### src/rtl/vending_pkg.sv
// Shared types and constants for the multi-product vending machine.
// Coin encodings, FSM state type and default parameter values.
package vending_pkg;

    localparam int PRICE_N_DEF  = 3;
    localparam int MAX_N_DEF    = 7;
    localparam int NUM_PROD_DEF = 4;

    localparam logic [1:0] COIN_NONE    = 2'b00;
    localparam logic [1:0] COIN_NICKEL  = 2'b01;
    localparam logic [1:0] COIN_DIME    = 2'b10;
    localparam logic [1:0] COIN_QUARTER = 2'b11;

    typedef enum logic [1:0] {
        ST_IDLE,
        ST_COLLECT,
        ST_VEND,
        ST_CHANGE
    } state_t;

endpackage

### src/rtl/vm_coin_value.sv
// Combinational decode of a coin code into its value in nickels.
module vm_coin_value
    import vending_pkg::*;
(
    input  logic [1:0] coin,
    output logic [2:0] value
);

    always_comb begin
        value = '0;
        unique case (coin)
            COIN_NICKEL:  value = 3'd1;
            COIN_DIME:    value = 3'd2;
            COIN_QUARTER: value = 3'd5;
            default:      value = '0;
        endcase
    end

endmodule

### src/rtl/vending_machine_multi.sv
// Multi-product vending machine: coin credit, product vend and nickel-by-nickel change.
// Moore FSM; every output is a register updated from the next-state decode.
module vending_machine_multi
    import vending_pkg::*;
#(
    parameter  int PRICE_N  = PRICE_N_DEF,
    parameter  int MAX_N    = MAX_N_DEF,
    parameter  int NUM_PROD = NUM_PROD_DEF,
    localparam int PROD_W   = $clog2(NUM_PROD),
    localparam int CREDIT_W = $clog2(MAX_N + 1)
) (
    input  logic                clock,
    input  logic                reset,
    input  logic [1:0]          coin,
    input  logic                sel_valid,
    input  logic [PROD_W-1:0]   sel,
    input  logic                cancel,
    output logic                dispense,
    output logic [PROD_W-1:0]   dispense_id,
    output logic                change_nickel,
    output logic                coin_reject,
    output logic                busy,
    output logic [CREDIT_W-1:0] credit
);

    localparam int SUM_W = CREDIT_W + 3;

    state_t              state, state_n;
    logic [CREDIT_W-1:0] credit_n;
    logic [PROD_W-1:0]   id_n;
    logic                reject_n;
    logic [2:0]          coin_val;
    logic [SUM_W-1:0]    sum;
    logic                coin_fits;
    logic                sel_ok;
    logic                can_pay;

    vm_coin_value u_coin_value (
        .coin  (coin),
        .value (coin_val)
    );

    assign sum       = SUM_W'(credit) + SUM_W'(coin_val);
    assign coin_fits = (sum <= SUM_W'(MAX_N));
    assign sel_ok    = ({1'b0, sel} < (PROD_W + 1)'(NUM_PROD));
    assign can_pay   = (credit >= CREDIT_W'(PRICE_N));

    // Priority while accepting: coin, then cancel, then selection.
    always_comb begin
        state_n  = state;
        credit_n = credit;
        id_n     = dispense_id;
        reject_n = 1'b0;
        unique case (state)
            ST_IDLE, ST_COLLECT: begin
                if (coin != COIN_NONE) begin
                    if (coin_fits) begin
                        credit_n = sum[CREDIT_W-1:0];
                        state_n  = ST_COLLECT;
                    end else begin
                        reject_n = 1'b1;
                    end
                end else if (cancel) begin
                    if (state == ST_COLLECT) state_n = ST_CHANGE;
                end else if (sel_valid && state == ST_COLLECT && can_pay && sel_ok) begin
                    credit_n = credit - CREDIT_W'(PRICE_N);
                    id_n     = sel;
                    state_n  = ST_VEND;
                end
            end
            ST_VEND: begin
                reject_n = (coin != COIN_NONE);
                state_n  = (credit != '0) ? ST_CHANGE : ST_IDLE;
            end
            ST_CHANGE: begin
                reject_n = (coin != COIN_NONE);
                if (credit != '0) credit_n = credit - 1'b1;
                if (credit <= CREDIT_W'(1)) state_n = ST_IDLE;
            end
            default: state_n = ST_IDLE;
        endcase
    end

    always_ff @(posedge clock) begin
        if (!reset) begin
            state         <= ST_IDLE;
            credit        <= '0;
            dispense_id   <= '0;
            coin_reject   <= 1'b0;
            dispense      <= 1'b0;
            change_nickel <= 1'b0;
            busy          <= 1'b0;
        end else begin
            state         <= state_n;
            credit        <= credit_n;
            dispense_id   <= id_n;
            coin_reject   <= reject_n;
            dispense      <= (state_n == ST_VEND);
            change_nickel <= (state_n == ST_CHANGE);
            busy          <= (state_n == ST_VEND) || (state_n == ST_CHANGE);
        end
    end

endmodule

### config.mk
export PLATFORM = sky130hd
export DESIGN_NAME = vending_machine_multi
export DESIGN_NICKNAME = d
export VERILOG_FILES = /design/src/rtl/vending_pkg.sv /design/src/rtl/vm_coin_value.sv /design/src/rtl/vending_machine_multi.sv
export SDC_FILE = /design/constraint.sdc
export NUM_CORES = 1
export LEC_CHECK = 0
export ABC_CLOCK_PERIOD_IN_PS = 2150
export CORE_UTILIZATION = 48
export DETAILED_ROUTE_END_ITERATION = 10
export GPL_TIMING_DRIVEN = 0
export PLACE_DENSITY_LB_ADDON = 0.3
export SYNTH_ARGS = -nofsm -noshare
export SYNTH_HDL_FRONTEND = slang
export SYNTH_HIERARCHICAL = 1
export SYNTH_SLANG_ARGS = --single-unit
### constraint.sdc
create_clock -name clock -period 2.15 [get_ports clock]
set_input_delay 0.43 -clock clock [delete_from_list [all_inputs] [get_ports clock]]
set_output_delay 0.43 -clock clock [all_outputs]
set_load 0.02 [all_outputs]
* After elaboration in Yosys (flattened, before gate mapping)
Index checks and enable logic that the tools add are counted.
Widths: inputs -> output; s select.
** Storage, ports and cells
- Register bits :: 11
- Input port bits :: 8
- Output and inout bits :: 9
- Logic and storage cells :: 56
** Operators by class
- Add/subtract/negate cells :: 3
- $lt $le $gt $ge :: 3
- Equal/unequal tests :: 12
- Muxes and demuxes :: 18
- Bitwise logic cells :: 2
- Reduce and logical (&&, ||, !) cells :: 11
** Operators by type and width (count)
- $mux 3 :: 5
- $mux 2 :: 7
- $eq 2x2->1 const B :: 6
- $ne 3x3->1 const B :: 3
- $pmux 3 s3 :: 1
- $pmux 2 s3 :: 1
- $pmux 3 s2 :: 1
- $reduce_and 5->1 :: 1
- $add 3x3->4 :: 1
- $eq 2x1->1 const B :: 2
- $le 4x3->1 const B :: 1
- $reduce_and 4->1 :: 1
- $reduce_bool 2->1 :: 2
- $reduce_or 2->1 :: 2
- $ge 3x2->1 const B :: 1
- $le 3x1->1 const B :: 1
- $reduce_bool 3->1 :: 1
- $sub 3x1->3 const B :: 1
- $sub 3x2->3 const B :: 1
- $logic_and 1x1->1 :: 2
- $logic_not 2->1 :: 1
- $mux 1 :: 2
- $ne 2x2->1 const B :: 1
- $not 1->1 :: 2
- other kinds (2) :: 2

* Logic depth before layout (Yosys ltp)
- Depth after elaboration :: 9
- Depth in mapped cells :: 8
- Depth with buffers taken out :: 7

* By module
The synthesis kept the hierarchy.
** Modules (own cells, without submodules)
- vending_machine_multi :: times used 1, cells an instance 76, area each 709.4 µm², sequential area each 200.2 µm²
- vm_coin_value :: times used 1, cells an instance 3, area each 16.3 µm², sequential area each 0.0 µm²

* Worst setup path before layout
Ideal clock, no wire load.
- Path type :: input to register
- Start :: input coin[1]
- End :: register credit[1]
- Library setup time :: 122 ps
- Arrival :: 1793 ps
- Required time :: 2028 ps
- Setup slack :: 235 ps
- Cell stages on the path :: 6
- Path buffers :: 0
- Cell sequence :: nor2b_1 -> ha_1 -> a21o_1 -> a211oi_4 -> o221ai_4 -> o311a_1
** Between the ends
- Cells in the longest elaborated chain, start to end :: 6
- Elaborated cells between the ends (all ways) :: 14
- Classes of those cells :: 1 x add/sub; 1 x order compare; 6 x eq/ne; 4 x mux; 2 x reduce/logical
** RTL lines
- start, declared :: line vending_machine_multi.sv:14 : input logic [1:0] coin,
- $eq 2x2->1 or $eq 2x1->1 (tied branches) :: line vm_coin_value.sv:11 : unique case (coin)
- $pmux 3 s3 :: line vm_coin_value.sv:11
- $add 3x3->4 :: line vending_machine_multi.sv:43 : assign sum = SUM_W'(credit) + SUM_W'(coin_val);
- $le 4x3->1 or $mux 3 (tied branches) :: line vending_machine_multi.sv:44, vending_machine_multi.sv:57
- $ne 3x3->1 (no line) or $mux 3 (tied branches)
- $reduce_and 5->1 (no line) or $pmux 3 s2 (tied branches)
- end signal, assigned :: line vending_machine_multi.sv:95 : credit <= credit_n;
- end, declared :: line vending_machine_multi.sv:23 : output logic [CREDIT_W-1:0] credit
Several ways; a longest one is shown, not always the timed one. The select of a mux whose other input is x is not followed.
A chain may end at the register's enable or synchronous reset.

* Worst setup path in the final report
- Start :: input coin[0]
- End :: register credit[1]
** Between the ends
- Cells in the longest elaborated chain, start to end :: 6
- Elaborated cells between the ends (all ways) :: 14
- Classes of those cells :: 1 x add/sub; 1 x order compare; 6 x eq/ne; 4 x mux; 2 x reduce/logical
** RTL lines
- $eq 2x2->1 or $eq 2x1->1 (tied branches) :: line vm_coin_value.sv:11
- $pmux 3 s3 (*) :: line vm_coin_value.sv:11
- named net coin_val[1] :: line vending_machine_multi.sv:32 : logic [2:0] coin_val;
- $add 3x3->4 (*) :: line vending_machine_multi.sv:43
- $le 4x3->1 or $mux 3 (tied branches) :: line vending_machine_multi.sv:44, vending_machine_multi.sv:57
- $ne 3x3->1 (no line) or $mux 3 (tied branches)
- $reduce_and 5->1 (no line) or $pmux 3 s2 (tied branches)
The timed path passes the listed nets; every way through them passes the cells marked *. The select of a mux whose other input is x is not followed.

==> metrics.txt <==
final hold vios=0; RePlAce Congestion=around 0.78; Max Clock Freq=slightly below 500 MHz; Antenna Nets Post-Route=0; Clock transition at path regs=60 ps; CP Data Required Time=around 2300 ps; worst min path class=reg -> reg; Area contributors post-synth=dfxtp_1, ha_1, nand2_1; YS warnings=6; PnR Total Power=roughly 630 uW; Post-Syn Area=between 700 and 800 um^2; Internal=between 300 and 400 uW; number of global-route vias before repair=between 500 and 600; post-synth top area share=27.6%; Routed wire per std cell=about 13 um; asr flop ratio synth=0%; H-tree Lvls=1; Seq pwr share=between 30% and 40%; post-synth top area cell=dfxtp_1; worst setup path class=in -> reg; most common cell in the netlist=dfxtp_1; 1st-pass router iterations=4; share of cells above drive strength 1=13.3%; Area growth syn-to-layout=27.4%; Seq cells post-synth=10; LEAKAGE=about 0.39 nW; drc violations=0; Comb power frac=between 40 and 50%; area of the multi-input gates=roughly 490 um^2; Max VDD drop=around 0.00033 V; DRT iter0 DRCs=10; Layout Nets=117; post-detail-place hpwl=about 1200 um; max capacitance violation total=0; Crit Path Max Fanout=6; largest net degree at the start of global routing=11; initial core utilization=between 50% and 60%; sequential share of the synthesized area=roughly 28%; Die ar.=between 1500 and 2000 um^2; maximum clock path buffer count=2; Via density=5.54; Max Slew Vio Count=0; RSZ-0062 raised after global routing=no; final period utilization=94.4%; # diodes=0; Period minus WS final=2030 ps; Die Wd=between 40 and 50 um; Die Y=between 40 and 50 um; average size of a mapped cell=~9 um^2; CTS Sinks=10; # port buffers=16; Startpoint Class=primary input; Final setup viols=0; DR vias=~630; first-pass GRT wire length=2420 um; most instantiated cells after synthesis=dfxtp_1, ha_1, nand2_1, inv_1, a21oi_1; Cells after Synth=79; crit end category=flop; clock insertion delay at the later pin of the skew report=270 ps; # IOs=17; power per cell area=~690 nW/um^2; register area=about 200 um^2; post-synthesis cell type count=33; Total GRT Usage=23.1%; Placed Cells=110; CTS tree=yes; CTS buffer count=3; NetSw=237 uW; Clk pwr share=20.6%; row count=13; Post-synth EDFFs=0; critical path data arrival time=approximately 2200 ps; Slew @ Worst Pin=about 380 ps; Setup Skew=~3.1 ps; final WL=1500 um; initial antenna violation count=0; final setup TNS=0 ps; non-filler cells, final=around 110; status=finished, final reports clean; Max-slew headroom=between 70% and 80%; core area=around 1400 um^2; syn nets=between 90 and 100; ys flop type=dfxtp_1; fill count=between 100 and 150; GRT Residual Overflow=0; Root Driver=clkbuf_4; sw frac=between 30% and 40%; final core occ=roughly two thirds
==> flip-flops by register name, indices dropped and copies added, names as in the netlist <==
register       cells
change_nickel      1
coin_reject        1
credit             3
dispense           1
dispense_id        2
state              2
==> cells by family (layout without fill, tap and decap cells) <==
kind of cell               Yosys count  count (layout)  share of synthesized area, %
xor gates and xnor gates             2               2                          2.41
DFF                                 10              10                          27.6
muxes                                2               2                          2.76
adders and majority gates            9               9                          16.6
and+or+nand+nor                     24              24                          19.1
buffers and inverters                9              28                          4.83
AOI/OAI and AO/OA                   23              23                          26.7
==> power by group through the flow <==
stage          clock network [mW]  logic, mW  registers (mW)
3_5_place_dp                    0      0.268           0.238
6_report                    0.131      0.269           0.234
2_1_floorplan                   0      0.170           0.248
3_3_place_gp                    0      0.262           0.235
4_1_cts                     0.134      0.270           0.233
5_1_grt                     0.139      0.302           0.238
==> stage by stage <==
stage | cell area, um^2 | setup slack [ps] | hold WS, ps
final | 925 | 121 | 528
after detailed placement | 905 | -531 | 517
after global routing | 925 | 24.4 | 549
after CTS | 925 | 40.8 | 537
after floorplan | 726 | 235 | 589
after global placement | 905 | -512 | 499
==> metal layers <==
metal	vias to the layer above	wire length, um	GRT usage, %
li1	319	-	-
met4	0	19	7.50
met2	11	725	37.5
met3	2	61	8.15
met1	294	695	28.1
met5	-	0	0
==> path summary, 6_finish.rpt <==
path                  startpoint        endpoint  slack (ps)  cells after the start
setup reg to reg       credit[2]       credit[1]         260                      7
setup / recovery         coin[0]       credit[1]         120                      7
hold reg to reg   dispense_id[0]  dispense_id[0]         530                      2
hold / removal    dispense_id[0]  dispense_id[0]         530                      2
==> critical path, stage by stage <==
cell and delay (ps):
clkdlybuf4s15_1 290, nor2b_2 180, ha_1 240, a21o_1 220, a211oi_4 280, o221ai_4 180
o311a_1 370
==> layout by cell type (no fill, tap or decap), types with 2 or more instances in the layout <==
cell type,instances
mux2i_1,2
nand2_1,7
nor2b_1,3
a21oi_1,5
o211ai_1,3
clkdlybuf4s50_1,14
xor2_1,2
dfxtp_1,10
and2_1,3
inv_1,6
o21ai_0,2
o21a_1,2
ha_1,8
nor2_1,3
clkbuf_2,2
clkbuf_1,2
nand3_1,2
clkbuf_4,3
==> cell type report <==
type | count | area share (%)
Multi-Input combinational cell | 60 | 53.3
Sequential cell | 10 | 21.7
Timing Repair Buffer | 16 | 16.8
Inverter | 6 | 2.44
Tap cell | 15 | 2.03
Buffer | 3 | 1.35
Clock buffer | 3 | 2.44
==> what timing repair did <==
item | 4_1_cts | 5_1_grt
hold buffers | 0 | 0
gates resized for setup | 2 | 4
gates cloned | 0 | 0
endpoints found under the setup margin | 3 | 1
setup buffers | 0 | 0
Note: power is estimated with default switching activity, not from simulation.
